## config.mk

```make
export PLATFORM = sky130hd
export DESIGN_NAME = coin_acceptor
export DESIGN_NICKNAME = d
export VERILOG_FILES = /design/src/rtl/coin_acceptor.sv
export SDC_FILE = /design/constraint.sdc
export NUM_CORES = 1
export LEC_CHECK = 0
export ABC_AREA = 1
export CAP_MARGIN = 15
export CORE_AREA = 8 8 67 69
export CTS_CLUSTER_DIAMETER = 30
export DETAILED_ROUTE_END_ITERATION = 8
export DIE_AREA = 0 0 75 77
export PLACE_DENSITY_LB_ADDON = 0.1
export SLEW_MARGIN = 20
export SYNTH_ARGS = -nofsm -noshare
export SYNTH_HDL_FRONTEND = slang
export SYNTH_SLANG_ARGS = --single-unit
```

## constraint.sdc

```tcl
create_clock -name clock -period 1.5 [get_ports clock]
set_clock_uncertainty 0.2 [all_clocks]
set_input_delay 0.225 -clock clock [delete_from_list [all_inputs] [get_ports clock]]
set_output_delay 0.225 -clock clock [all_outputs]
set_load 0.05 [all_outputs]
```

## src/rtl/coin_acceptor.sv

```systemverilog
// Coin-slot front end: synchronizes and debounces the three denomination sensors,
// emits one registered coin code per insertion, flags multi-coin jams, counts coins.
module coin_acceptor #(
  parameter int DEBOUNCE = 4,
  parameter int COUNT_W  = 8
) (
  input  logic               clock,
  input  logic               reset,
  input  logic [2:0]         sense,
  input  logic               enable,
  output logic [1:0]         coin,
  output logic               jam,
  output logic [COUNT_W-1:0] coin_count
);

  localparam int CNT_W = $clog2(DEBOUNCE) + 1;
  localparam logic [CNT_W-1:0] CNT_LAST = CNT_W'(DEBOUNCE - 1);

  typedef enum logic [1:0] {
    IDLE       = 2'd0,
    WAIT_CLEAR = 2'd1,
    JAM        = 2'd2
  } state_t;

  logic [2:0]       s_meta;
  logic [2:0]       s;
  logic [2:0]       cand;
  logic [CNT_W-1:0] cnt;
  logic [2:0]       stab;

  state_t           state;
  state_t           next_state;
  logic             emit;
  logic [1:0]       emit_code;
  logic             one_hot;
  logic             multi;

  always_ff @(posedge clock) begin
    if (!reset) begin
      s_meta <= 3'b000;
      s      <= 3'b000;
    end else begin
      s_meta <= sense;
      s      <= s_meta;
    end
  end

  // Any change on s restarts the count; stab follows only after DEBOUNCE+1 equal samples.
  always_ff @(posedge clock) begin
    if (!reset) begin
      cand <= 3'b000;
      cnt  <= '0;
      stab <= 3'b000;
    end else if (s != cand) begin
      cand <= s;
      cnt  <= '0;
    end else if (cnt == CNT_LAST) begin
      stab <= cand;
    end else begin
      cnt <= cnt + CNT_W'(1);
    end
  end

  assign one_hot = (stab != 3'b000) && ((stab & (stab - 3'd1)) == 3'b000);
  assign multi   = (stab != 3'b000) && !one_hot;

  always_comb begin
    emit_code = 2'b00;
    case (stab)
      3'b001:  emit_code = 2'b01;
      3'b010:  emit_code = 2'b10;
      3'b100:  emit_code = 2'b11;
      default: emit_code = 2'b00;
    endcase
  end

  // enable matters only on the IDLE -> WAIT_CLEAR step; a coin seen while disabled is gone for good.
  always_comb begin
    next_state = state;
    emit       = 1'b0;
    case (state)
      IDLE: begin
        if (multi) begin
          next_state = JAM;
        end else if (one_hot) begin
          next_state = WAIT_CLEAR;
          emit       = enable;
        end
      end
      WAIT_CLEAR: begin
        if (stab == 3'b000) begin
          next_state = IDLE;
        end else if (multi) begin
          next_state = JAM;
        end
      end
      JAM: begin
        if (stab == 3'b000) begin
          next_state = IDLE;
        end
      end
      default: next_state = IDLE;
    endcase
  end

  // coin is a bare one-cycle pulse: the downstream FSM samples it every cycle, no ready/ack exists.
  always_ff @(posedge clock) begin
    if (!reset) begin
      state      <= IDLE;
      coin       <= 2'b00;
      coin_count <= '0;
    end else begin
      state <= next_state;
      coin  <= emit ? emit_code : 2'b00;
      if (emit && (coin_count != {COUNT_W{1'b1}})) begin
        coin_count <= coin_count + COUNT_W'(1);
      end
    end
  end

  assign jam = (state == JAM);

endmodule

```

==> metrics.md <==
| Metric | Value |
|---|---|
| Initial antenna violation count | `0` |
| Flops & latches, synth | `27` |
| Number of synthesized flops with an enable pin | `0` |
| Netlist cell types | `26` |
| Main combinational cell family by area after synthesis | `simple AND/OR/NAND/NOR gates` |
| Slew Limit Fails | `0` |
| Multi-input gate area | `669 µm²` |
| Dpl cell area | `1690 µm²` |
| Cell Rows | `22` |
| Syn-to-layout area delta | `34.4%` |
| DPL Wire Length | `2010 µm` |
| Final hold violation count | `0` |
| Total number of vias | `1121` |
| Clk_lat worst skew | `0.32 ns` |
| Gr ovfl total | `0` |
| Post-synthesis sequential area ratio | `41.6%` |
| Min Hold Slack | `0.213 ns` |
| Worst reg2reg endpoint | `coin_count[6]` |
| Die Area | `5780 µm²` |
| Die width | `75 µm` |
| Syn Nets | `189` |
| Htree depth | `1` |
| Mux contribution to synthesized area | `0.770%` |
| TritonCTS Buffers | `3` |
| CTS tree | `done` |
| Leakage | `0.827 nW` |
| Layout cells sized above 1 | `26.7%` |
| HP Start | `sense[1]` |
| Final ANT Viol Nets | `0` |
| Worst-path clk slew | `0.14 ns` |
| Hold-fix buffers at CTS | `0` |
| Largest net degree at the start of global routing | `17` |
| Routed len/inst | `10.2 µm` |
| IO Count | `17` |
| Drt total wl | `2550 µm` |
| Number of diodes | `0` |
| Routability cong. | `0.801` |
| Ys flop type | `dfxtp_1` |
| Ys Warns | `0` |
| Worst R2R Start | `coin_count[1]` |
| Crit. Startpoint | `coin_count[2]` |
| Final Util | `50.0%` |
| Achievable Freq | `694 MHz` |
| Worst setup endpoint | `coin_count[2]` |
| Type of the most critical hold path | `in2reg` |
| Final setup violating endpoints | `0` |
| 1st-pass router iterations | `4` |
| Worst-margin pin slew | `0.359 ns` |
| Nets | `212` |
| CP Launch Type | `register` |
| Adder-cell share of the synthesized area | `2.89%` |
| First-pass GRT wire length | `4570 µm` |
| Tcrit/Tclk final | `96.1%` |
| R2R cell count | `8` |
| Setup Crit Path Kind | `reg2out` |
| Synthesized cell area | `1300 µm²` |
| Status | `finished, final reports clean` |
| Required time of the critical path | `1.07 ns` |
| FILL cells | `381` |
| Starting Density | `37.2%` |
| Root buffer cell | `clkbuf_4` |
| Max-slew headroom | `75.9%` |
| Worst setup margin | `0.0591 ns` |
| Worst setup EP type | `output port` |
| Arr. time, crit path | `1.02 ns` |
| Peak VDD IR | `429 µV` |
| Drt drc | `0` |
| Core Area | `3500 µm²` |
| DIE HEIGHT | `77 µm` |
| RSZ-0062 raised after global routing | `yes` |
| DRT iter0 DRCs | `111` |
| Post-route insts no fill | `250` |
| Vias in the first global route | `1076` |
| Finished Cell Area | `1750 µm²` |
| Compound-Gate Fraction of Synth Area | `5.49%` |
| PortBufs | `16` |
| Pwr Density | `674 nW/µm²` |
| Final Critical Period | `1.44 ns` |
| Total track usage | `9.91%` |
| Syn_area_per_cell | `7.22 µm²` |
| Register area | `558 µm²` |
| Placed insts | `246` |
| Worst R2R Setup Slack | `0.09 ns` |
| Xor/xnor share of the synthesized area | `3.37%` |
| Drt via density | `4.48` |
| Simple-gate share of the synthesized area | `35.4%` |
| Async set or reset register ratio after synthesis | `0%` |
| Clock Sinks | `27` |
| Setup WS pre-CTS | `-0.134 ns` |
| CP max FO | `4` |
| Gate Count Post-Synth | `180` |
| Max Cap Violations | `0` |
| Clock buffer depth | `2` |
where the power goes:
group	leakage, nW	switching [W]	internal, W
Combinational	0.584	0.0000661	0.0000533
Clock	0.0177	0.000212	0.000100
Sequential	0.225	0.0000119	0.000734
per-stage QoR:
| step | power, W | setup TNS [ns] |
|---|---|---|
| after global placement | 0.000875 | -0.862 |
| after floorplan | 0.000836 | 0 |
| after detailed placement | 0.000879 | -0.925 |
| after CTS | 0.00120 | 0 |
| after global routing | 0.00125 | -0.00273 |
| final | 0.00118 | 0 |
per-layer routing:
metal / vias up / track usage [%] / routed length (µm)
met2: 12 / 17.1 / 1240
li1: 591 / - / -
met3: 4 / 2.60 / 93
met5: - / 0 / 0
met1: 514 / 10.8 / 1180
met4: 0 / 4.12 / 42
layout by cell type, fill, tap and decap left out, types with 2 or more instances in the layout:
master and n:
nand2_1 48, inv_1 26, dfxtp_1 17, nor2_1 15, buf_12 11, nand3_1 10, a21oi_1 8, dfxtp_2 8
inv_2 6, nor2_4 5, clkdlybuf4s50_1 5, buf_4 5, nor2_2 4, xor2_1 4, nand2_4 3, nand4_1 3
clkbuf_4 3, nand3_2 2, nor4_1 2, o21ai_0 2, o21ai_1 2, ha_4 2, dfxtp_4 2
worst min-delay path by stage:
| stage | cells past startpoint | endpoint |
|---|---|---|
| 2_1_floorplan | 2 | s_meta[0] |
| 3_3_place_gp | 2 | s[0] |
| 3_5_place_dp | 2 | s[0] |
| 4_1_cts | 3 | s_meta[0] |
| 5_1_grt | 3 | s_meta[1] |
| 6_report | 3 | s_meta[1] |
critical path: stages (launching register included):
cell and delay [ns]:
dfxtp_2 0.40, buf_4 0.16, buf_12 0.13
cells by family (layout without fill, tap and decap cells):
kind of cell / count (synthesis) / after routing
flops: 27 / 27
mux: 1 / 1
xor+xnor: 5 / 5
buf+inv: 36 / 58
compound gates: 14 / 14
fa+ha+maj: 3 / 3
simple gates: 94 / 94
Yosys cell counts (2+ instances only):
cell type / n / area, µm²
nand4_1: 3 / 18.8
nor2_2: 5 / 31.3
nor2_4: 3 / 33.8
nand2_4: 2 / 22.5
nor2_1: 16 / 60.1
xor2_1: 4 / 35.0
nor4_1: 2 / 12.5
o21ai_1: 2 / 10.0
dfxtp_1: 27 / 541
nand2_1: 48 / 180
nand3_1: 10 / 50.1
o21ai_0: 2 / 10.0
ha_1: 3 / 37.5
clkbuf_1: 2 / 7.51
inv_2: 4 / 15.0
a21oi_1: 9 / 45.0
inv_1: 28 / 105
nand3_2: 2 / 20.0
flip-flops by register name, summed over array words and instances (netlist names):
register / count
cand: 3
cnt: 3
coin: 2
coin_count: 8
s: 3
s_meta: 3
stab: 3
state: 2
area by class of cell:
type	instances	share of cell area, %
Timing Repair Buffer	21	17.6
Multi-Input combinational cell	117	38.3
Sequential cell	27	31.9
Clock inverter	1	0.287
Inverter	33	7.09
Clock buffer	3	1.29
Tap cell	48	3.44
repair_timing:
item	4_1_cts	5_1_grt
pin swaps	0	2
endpoints found under the setup margin	2	12
resized for setup	2	8
buffers inserted	0	0
Power figures use the tool's default switching activity.
